--- config.mk ---
export PLATFORM = sky130hd
export DESIGN_NAME = cam_line_pkt
export DESIGN_NICKNAME = d
export VERILOG_FILES = /design/src/rtl/cam_pkt_pkg.sv /design/src/rtl/cam_line_pkt.sv
export SDC_FILE = /design/constraint.sdc
export NUM_CORES = 1
export LEC_CHECK = 0
export BUFFER_PORTS_ARGS = -buffer_cell sky130_fd_sc_hd__buf_2
export CAP_MARGIN = 0
export CORE_MARGIN = 1.5
export CORE_UTILIZATION = 43
export DETAILED_ROUTE_END_ITERATION = 7
export GPL_ROUTABILITY_DRIVEN = 0
export HOLD_SLACK_MARGIN = 0.03
export PLACE_DENSITY = 0.67
export SETUP_SLACK_MARGIN = 0.4
export SYNTH_ARGS = -nofsm -noshare
export SYNTH_HDL_FRONTEND = slang
export SYNTH_SLANG_ARGS = --single-unit
--- constraint.sdc ---
create_clock -name i_pclk -period 5.2 [get_ports i_pclk]
set_input_delay 1.04 -clock i_pclk [delete_from_list [all_inputs] [get_ports i_pclk]]
set_output_delay 1.04 -clock i_pclk [all_outputs]
set_load 0.005 [all_outputs]
--- src/rtl/cam_pkt_pkg.sv ---
// Shared types for the camera line packetizer: FSM states, the 64-bit
// packet header layout and its bit offsets, and the default counter width.
package cam_pkt_pkg;

  localparam int CNT_W_DEF     = 16;

  localparam int HDR_FRAME_LSB = 48;
  localparam int HDR_LINE_LSB  = 32;
  localparam int HDR_CHUNK_LSB = 16;
  localparam int HDR_CONT_BIT  = 1;
  localparam int HDR_SOF_BIT   = 0;

  typedef enum logic [1:0] {
    IDLE = 2'd0,
    HDR  = 2'd1,
    DATA = 2'd2,
    DROP = 2'd3
  } cam_pkt_state_e;

  // Header beat: frame[63:48] line[47:32] chunk[31:16] rsvd[15:2] cont[1] sof[0]
  typedef struct packed {
    logic [15:0] frame;
    logic [15:0] line;
    logic [15:0] chunk;
    logic [13:0] rsvd;
    logic        cont;
    logic        sof;
  } cam_pkt_hdr_t;

  function automatic cam_pkt_hdr_t cam_pkt_hdr_pack(input logic [15:0] frame,
                                                    input logic [15:0] line,
                                                    input logic [15:0] chunk,
                                                    input logic        sof);
    cam_pkt_hdr_t h;
    h.frame = frame;
    h.line  = line;
    h.chunk = chunk;
    h.rsvd  = '0;
    h.cont  = (chunk != 16'd0);
    h.sof   = sof;
    return h;
  endfunction

endpackage

--- src/rtl/cam_line_pkt.sv ---
// Camera line packetizer: splits each AXIS line into packets of at most
// MAX_BEATS payload beats, each preceded by a frame/line/chunk header beat.
// Optional statistics counters are built when CAM_LINE_PKT_STATS_EN is defined.
module cam_line_pkt
  import cam_pkt_pkg::*;
#(
  parameter int MAX_BEATS = 128,
  parameter int CNT_W     = CNT_W_DEF
) (
  input  logic             i_pclk,
  input  logic             i_prst,
  input  logic             i_enable,
  input  logic             i_axis_tvalid,
  input  logic             i_axis_tlast,
  input  logic [63:0]      i_axis_tdata,
  input  logic [7:0]       i_axis_tkeep,
  input  logic [1:0]       i_axis_tuser,
  output logic             o_axis_tready,
  output logic             o_axis_tvalid,
  output logic             o_axis_tlast,
  output logic [63:0]      o_axis_tdata,
  output logic [7:0]       o_axis_tkeep,
  output logic [1:0]       o_axis_tuser,
  input  logic             i_axis_tready,
  output logic [CNT_W-1:0] o_frame_cnt,
  output logic [CNT_W-1:0] o_line_cnt,
`ifdef CAM_LINE_PKT_STATS_EN
  output logic [31:0]      o_stat_pkts,
  output logic [31:0]      o_stat_drop,
  output logic [15:0]      o_stat_err,
`endif
  output logic             o_err_sof
);

  localparam int BEAT_W = (MAX_BEATS > 2) ? $clog2(MAX_BEATS) : 1;
  localparam logic [BEAT_W-1:0] BEAT_LAST = BEAT_W'(MAX_BEATS - 1);

  cam_pkt_state_e state_q, state_d;
  logic [CNT_W-1:0]  frame_q, frame_d;
  logic [CNT_W-1:0]  line_q, line_d;
  logic [CNT_W-1:0]  chunk_q, chunk_d;
  logic [BEAT_W-1:0] beat_q, beat_d;
  logic              seen_q, seen_d;
  logic              drop_first_q, drop_first_d;
  logic              err_q, err_d;
  cam_pkt_hdr_t      hdr_q, hdr_d;

  logic [CNT_W-1:0]  sof_frame;
  logic [CNT_W-1:0]  drop_line;
  logic [CNT_W-1:0]  chunk_nxt;

  // The first SOF after reset opens frame 0; every later SOF advances the index.
  function automatic logic [CNT_W-1:0] frame_on_sof(input logic [CNT_W-1:0] frame,
                                                    input logic             seen);
    return seen ? frame + 1'b1 : frame;
  endfunction

  // End of frame resets the line index, otherwise the line index advances.
  function automatic logic [CNT_W-1:0] line_on_last(input logic [CNT_W-1:0] line,
                                                    input logic             eof);
    return eof ? '0 : line + 1'b1;
  endfunction

  assign sof_frame = frame_on_sof(frame_q, seen_q);
  assign chunk_nxt = chunk_q + 1'b1;

  // Next-state, counter updates and the output mux for the current state.
  always_comb begin
    state_d       = state_q;
    frame_d       = frame_q;
    line_d        = line_q;
    chunk_d       = chunk_q;
    beat_d        = beat_q;
    seen_d        = seen_q;
    drop_first_d  = drop_first_q;
    err_d         = 1'b0;
    hdr_d         = hdr_q;
    drop_line     = line_q;
    o_axis_tready = 1'b0;
    o_axis_tvalid = 1'b0;
    o_axis_tlast  = 1'b0;
    o_axis_tdata  = '0;
    o_axis_tkeep  = '0;
    o_axis_tuser  = '0;
    case (state_q)
      IDLE: begin
        if (i_axis_tvalid) begin
          if (i_enable) begin
            state_d = HDR;
            chunk_d = '0;
            if (i_axis_tuser[0]) begin
              frame_d = sof_frame;
              line_d  = '0;
              seen_d  = 1'b1;
              hdr_d   = cam_pkt_hdr_pack(16'(sof_frame), 16'd0, 16'd0, 1'b1);
            end else begin
              hdr_d   = cam_pkt_hdr_pack(16'(frame_q), 16'(line_q), 16'd0, 1'b0);
            end
          end else begin
            state_d      = DROP;
            drop_first_d = 1'b1;
          end
        end
      end
      HDR: begin
        o_axis_tvalid = 1'b1;
        o_axis_tdata  = hdr_q;
        o_axis_tkeep  = 8'hFF;
        o_axis_tuser  = 2'b01;
        if (i_axis_tready) begin
          state_d = DATA;
          beat_d  = '0;
        end
      end
      DATA: begin
        o_axis_tvalid = i_axis_tvalid;
        o_axis_tready = i_axis_tready;
        o_axis_tdata  = i_axis_tdata;
        o_axis_tkeep  = i_axis_tkeep;
        o_axis_tuser  = {i_axis_tuser[1], 1'b0};
        o_axis_tlast  = i_axis_tlast | (beat_q == BEAT_LAST);
        if (i_axis_tvalid && i_axis_tready) begin
          beat_d = beat_q + 1'b1;
          // A mid-line SOF is flagged but otherwise ignored.
          if (i_axis_tuser[0] && ((beat_q != '0) || (chunk_q != '0))) begin
            err_d = 1'b1;
          end
          if (i_axis_tlast) begin
            line_d  = line_on_last(line_q, i_axis_tuser[1]);
            chunk_d = '0;
            state_d = IDLE;
          end else if (beat_q == BEAT_LAST) begin
            chunk_d = chunk_nxt;
            hdr_d   = cam_pkt_hdr_pack(hdr_q.frame, hdr_q.line, 16'(chunk_nxt), 1'b0);
            state_d = HDR;
          end
        end
      end
      DROP: begin
        o_axis_tready = 1'b1;
        if (i_axis_tvalid) begin
          drop_first_d = 1'b0;
          if (drop_first_q && i_axis_tuser[0]) begin
            frame_d   = sof_frame;
            seen_d    = 1'b1;
            drop_line = '0;
          end
          line_d = drop_line;
          if (i_axis_tlast) begin
            line_d  = line_on_last(drop_line, i_axis_tuser[1]);
            state_d = IDLE;
          end
        end
      end
      default: state_d = IDLE;
    endcase
  end

  // Control state and counters; cleared by reset.
  always_ff @(posedge i_pclk) begin
    if (i_prst) begin
      state_q      <= IDLE;
      frame_q      <= '0;
      line_q       <= '0;
      chunk_q      <= '0;
      beat_q       <= '0;
      seen_q       <= 1'b0;
      drop_first_q <= 1'b0;
      err_q        <= 1'b0;
    end else begin
      state_q      <= state_d;
      frame_q      <= frame_d;
      line_q       <= line_d;
      chunk_q      <= chunk_d;
      beat_q       <= beat_d;
      seen_q       <= seen_d;
      drop_first_q <= drop_first_d;
      err_q        <= err_d;
    end
  end

  // Header register; only observed in HDR, which is always loaded first.
  always_ff @(posedge i_pclk) begin
    hdr_q <= hdr_d;
  end

  assign o_frame_cnt = frame_q;
  assign o_line_cnt  = line_q;
  assign o_err_sof   = err_q;

`ifdef CAM_LINE_PKT_STATS_EN
  logic [31:0] stat_pkts_q;
  logic [31:0] stat_drop_q;
  logic [15:0] stat_err_q;

  function automatic logic [31:0] sat_inc32(input logic [31:0] v);
    return (v == 32'hFFFF_FFFF) ? v : v + 1'b1;
  endfunction

  function automatic logic [15:0] sat_inc16(input logic [15:0] v);
    return (v == 16'hFFFF) ? v : v + 1'b1;
  endfunction

  // Saturating packet, dropped-beat and SOF-error counters.
  always_ff @(posedge i_pclk) begin
    if (i_prst) begin
      stat_pkts_q <= '0;
      stat_drop_q <= '0;
      stat_err_q  <= '0;
    end else begin
      if (state_q == HDR && i_axis_tready) stat_pkts_q <= sat_inc32(stat_pkts_q);
      if (state_q == DROP && i_axis_tvalid) stat_drop_q <= sat_inc32(stat_drop_q);
      if (err_d) stat_err_q <= sat_inc16(stat_err_q);
    end
  end

  assign o_stat_pkts = stat_pkts_q;
  assign o_stat_drop = stat_drop_q;
  assign o_stat_err  = stat_err_q;
`endif

endmodule

## Word-level counts from Yosys, hierarchy flattened

Index checks and enable logic that the tools add are counted.

- Add/sub/neg operators: 5
- Equal/unequal tests: 17
- Reduce and logical (&&, ||, !) cells: 21
- Muxes and demuxes: 62
- Bitwise gates (word level): 3

Operators by type and width:

| cell | number |
|---|---|
| 16-bit two-way mux | 23 |
| 64-bit one-hot mux with 2 select lines | 2 |
| 64-bit two-way mux | 3 |
| 32-bit two-way mux | 3 |
| 16-bit by 1-bit adder with 16-bit output, second input constant | 4 |
| 16-bit one-hot mux with 2 select lines | 2 |
| 16-bit one-hot mux with 3 select lines | 1 |
| 16-bit nonzero test | 2 |
| 2-bit inequality test, second input constant | 12 |
| 6-bit AND reduction | 3 |
| 2-bit two-way mux | 8 |
| 8-bit one-hot mux with 2 select lines | 1 |
| 7-bit two-way mux | 2 |
| 7-bit one-hot mux with 2 select lines | 1 |
| 1-bit two-way mux | 10 |
| 1-bit one-hot mux with 2 select lines | 4 |
| 2-bit one-hot mux with 4 select lines | 1 |
| 4-bit AND reduction | 2 |
| 7-bit by 1-bit adder with 7-bit output, second input constant | 1 |
| 7-bit == test, second input constant | 1 |
| 7-bit AND reduction | 1 |
| 7-bit nonzero test | 1 |
| 2-bit nonzero test | 3 |
| 5-bit AND reduction | 1 |
| 12 further kinds | 16 |

- Word-level logic and storage cells: 122
- Input port bits: 80
- Register bits after elaboration: 124
- Output and inout port bits: 110

## Longest topological paths before layout

- Depth after elaboration: 9
- Gate-level depth with buffers: 10
- Gate-level depth less buffers: 7

## Worst setup path after synthesis

OpenSTA, ideal clock, no wires.

- Path type: in2reg
- Start point: input i_axis_tlast
- End point: register hdr_q[0] (netlist bit), enable pin
- Data arrival time: 2.399 ns
- Stages: 5
- Required time: 4.808 ns
- Buffers on the path: 2
- Library setup time: 0.392 ns
- Setup slack: 2.408 ns
- Path through: buf_4 -> nor2b_4 -> buf_2 -> a31oi_1 -> nor2_1

- Longest elaborated chain between the ends: 2

Ends and longest elaborated chain:

| what | line | source |
|---|---|---|
| start, declared | cam_line_pkt.sv:14 | `input logic i_axis_tlast,` |
| 2-bit inequality test (no source line) | - |  |
| 6-bit AND reduction (no source line) | - |  |
| end signal, assigned | cam_line_pkt.sv:184 | `hdr_q <= hdr_d;` |
| end, declared | cam_line_pkt.sv:46 | `cam_pkt_hdr_t hdr_q, hdr_d;` |

Every way passes these cells.
A chain may end at the register's enable or synchronous reset.

## Final worst setup path

- Start point: register state_q[0]
- End point: output o_axis_tdata[42]

- Longest elaborated chain between the ends: 2
- Elaborated cells between the ends (all ways): 3
- Classes of those cells: eq/ne (2); mux (1)

Ends and longest elaborated chain:

| what | line | source |
|---|---|---|
| start, declared | cam_line_pkt.sv:38 | `cam_pkt_state_e state_q, state_d;` |
| start signal, assigned | cam_line_pkt.sv:171 | `state_q <= state_d;` |
| 2-bit == test / 2-bit by 1-bit == test with 1-bit output (equally long branches) | cam_line_pkt.sv:85 | `case (state_q)` |
| 64-bit one-hot mux with 2 select lines (*) | cam_line_pkt.sv:85 |  |
| end, declared | cam_line_pkt.sv:21 | `output logic [63:0] o_axis_tdata,` |

Mark *: on every way between the ends. The rest lies on a longest branch, timed or not.

==> run summary <==
Pre-CTS setup slack - 2.11 ns
Ranking of synthesized cells by area - edfxtp_1 22%, dfxtp_1 17%, a22oi_1 5.7%, nor2_1 4.9%, nor2b_1 4.7%
R2R depth - 8
Crit Reg-Reg Endpoint - o_line_cnt[5]$_SDFFE_PP0P_
Max Slew Vio Count - 0
Tot GR Track Use - 0.224
XOR/XNOR Fraction of Synth Area - 0.0666
Cell area after technology mapping - 0.00697 mm2
Global-route wire length before repair - 29,500 um
Setup TNS - 0 ns
Core area - 0.0159 mm2
Top Ports - 190
Critical R2R Launch - state_q[0]$_SDFFE_PP0P_
Die area - 0.0170 mm2
Vias in the first global route - 5,530
Syn Area/Cell - 8.75 um2
Number of synthesized flops with an enable pin - 50
Synth top area share - 0.215
Minimum clock period - 3.45 ns
CP Data Arrival Time - 2.41 ns
Final Cycle Share - 0.663
IO Port Bufs - 189
Slew @ Worst Pin - 1.16 ns
Initial antenna violation count - 0
Synth area leader - edfxtp_1
Final setup margin - 1.75 ns
Switching pwr - 1.20 mW
Worst VDD drop - 186 uV
CP Class - register to output pin
Antenna Nets Post-Route - 0
Row count - 46
Setup violators final - 0
DR iter-0 viols - 512
Status - completed
Leakage Power - 3.28 nW
Fillers - 1,524
Sw frac - 0.382
Most used DFF post-synth - dfxtp_1
Register-to-register setup slack - 2.17 ns
Crit start category - register
Initial core utilization - 0.439
FF+latch count, synth - 110
H-Tree Level Count - 3
Hold-fix buffers at CTS - 0
Clock transition at the registers of the reported paths - 0.07 ns
Die width - 130 um
Largest net degree at the start of global routing - 92
WP data required - 4.16 ns
CTS resizes - 0
Remaining Overflow, GRT - 0
Synth Area in Compound Gates - 0.181
Routed wire per std cell - 16.8 um
Main combinational cell family by area after synthesis - simple AND/OR/NAND/NOR gates
Relative slew slack - 0.218
Synthesized Nets - 887
Fmax - 0.290 GHz
Mapped Cells - 797
Count leader, synth - nor2_1
Setup Buffers After CTS - 0
Share of cells above drive strength 1 - 0.262
CTS Root Cell - clkbuf_16
Via count - 6,403
Final wirelength - 19,500 um
RSZ-0062 raised after global routing - no
Antenna Cells - 0
Adder-Cell Fraction of Synth Area - 0.0179
Synth async-reset ratio - 0
Final nets - 1,032
Sequential fraction of the synthesis area - 0.388
CTS Buf Count - 9
Max-Cap Viols - 0
Reg power frac - 0.340
Internal power - 1.93 mW
Worst-path cell chain - inv_1 > ha_4 > buf_4 > a22oi_1 > nor2b_1 > buf_2
Combinational power share - 0.422
Hold/Removal Path Class - register to register
Worst setup endpoint - o_axis_tdata[42]
Commonest cells post-synth - 91 x nor2_1, 60 x dfxtp_1, 53 x a22oi_1
Mux contribution to synthesized area - 0.00610
Unique masters post-synth - 79
Worst Skew - 0.0163 ns
Vias/cell - 5.51
Warnings from Yosys - 0
PD cells - 379 mW/mm2
Simple-Gate Fraction of Synth Area - 0.284
Worst setup EP type - output pin
Max clock buf depth - 2
Clock group share of total power - 0.238
Count of final hold-check violations - 0
Final HPWL DP - 13,800 um
Chip height - 130 um
Remaining DRCs - 0
TritonCTS clock tree - built
Worst setup path startpoint - state_q[0]$_SDFFE_PP0P_
Max FO, Critical Path - 91
Worst-Skew Late Latency - 0.36 ns
Layout Area Growth over Synthesis - 18.3%
Hold path depth - 2
Clock tree sinks - 110
TritonRoute pass-1 iters - 7
Max incr delay on CP - 0.68 ns
Critical path's slowest cell - buf_4
## per-stage QoR
stage                     hold slack, ns  power [mW]   util  instance area (um2)  instances
final                              0.505        3.13  0.519                 8250       1163
after global routing               0.525        3.33  0.519                 8250       1163
after CTS                          0.504        3.14  0.519                 8250       1163
after detailed placement           0.492        2.40  0.499                 7930       1147
after global placement             0.483        2.39  0.499                 7930       1147
after floorplan                    0.463        1.98      -                 6970        797
## power groups by stage
stage | Combinational (mW) | Sequential [mW] | Clock [mW]
CTS | 1.32 | 1.06 | 0.757
detailed placement | 1.32 | 1.08 | 0
global route | 1.47 | 1.07 | 0.786
global placement | 1.31 | 1.08 | 0
floorplan | 0.921 | 1.06 | 0
finish | 1.32 | 1.06 | 0.745
## area by class of cell
| cell class | count | area (um2) | share of cell area |
|---|---|---|---|
| clock buffers | 11 | 264 | 0.0320 |
| clock inverters | 5 | 61.3 | 0.00743 |
| inverters | 18 | 67.6 | 0.00819 |
| multi-input cells | 608 | 3890 | 0.472 |
| flip-flops and latches | 110 | 2700 | 0.328 |
| well taps | 216 | 270 | 0.0328 |
| repair buffers | 195 | 991 | 0.120 |
## worst max-delay path: cells and delay by family (launching register included)
| family | cells | cell delay, ns |
|---|---|---|
| buffers and inverters | 3 | 0.97 |
| flip-flops | 1 | 0.33 |
| AND/OR/NAND/NOR | 1 | 0.26 |
| adder cells (fa/ha/maj) | 1 | 0.24 |
| AO/OA/AOI/OAI | 1 | 0.21 |
## flip-flops by register name, indices dropped and copies added (netlist names)
| signal | count |
|---|---|
| seen_q | 1 |
| drop_first_q | 1 |
| o_frame_cnt | 16 |
| o_err_sof | 1 |
| hdr_q | 50 |
| beat_q | 7 |
| o_line_cnt | 16 |
| chunk_q | 16 |
| state_q | 2 |
## cell families after synthesis
| family | count (synthesis) |
|---|---|
| compound gates | 181 |
| xor+xnor | 53 |
| fa+ha+maj | 10 |
| buf+inv | 79 |
| flops | 110 |
| mux | 4 |
| simple gates | 360 |
## placed cells by master (no fill, tap or decap), types with 5 or more instances in the layout
cell       count
and3_1         8
nand3_1       25
nor4_1        18
edfxtp_1      50
clkbuf_16     10
nor2b_1       52
a311oi_1       6
nor3_1        17
or4_1          5
nand2_1       52
a21oi_1       27
xor2_1        25
ha_1           8
a31oi_1       17
dfxtp_1       60
a22oi_1       53
nor2_1        91
o21ai_0       33
or3_1          5
inv_1         18
buf_2        189
buf_4          6
nand4_1       17
and2_1        37
xnor2_1       28
## layer usage
layer,share of wire,GRT usage
met5,0,0
met4,0.020,0.0860
met3,0.065,0.0308
met2,0.46,0.362
met1,0.46,0.306
## worst min-delay path by stage
stage	start	endpoint	slack, ns
6_report	chunk_q[15]$_SDFFE_PP0P_	chunk_q[15]$_SDFFE_PP0P_	0.50
5_1_grt	beat_q[6]$_SDFFE_PP0P_	beat_q[6]$_SDFFE_PP0P_	0.53
4_1_cts	chunk_q[15]$_SDFFE_PP0P_	chunk_q[15]$_SDFFE_PP0P_	0.50
3_5_place_dp	chunk_q[15]$_SDFFE_PP0P_	chunk_q[15]$_SDFFE_PP0P_	0.49
3_3_place_gp	chunk_q[15]$_SDFFE_PP0P_	chunk_q[15]$_SDFFE_PP0P_	0.48
2_1_floorplan	chunk_q[15]$_SDFFE_PP0P_	chunk_q[15]$_SDFFE_PP0P_	0.46
Power figures use the tool's default switching activity.
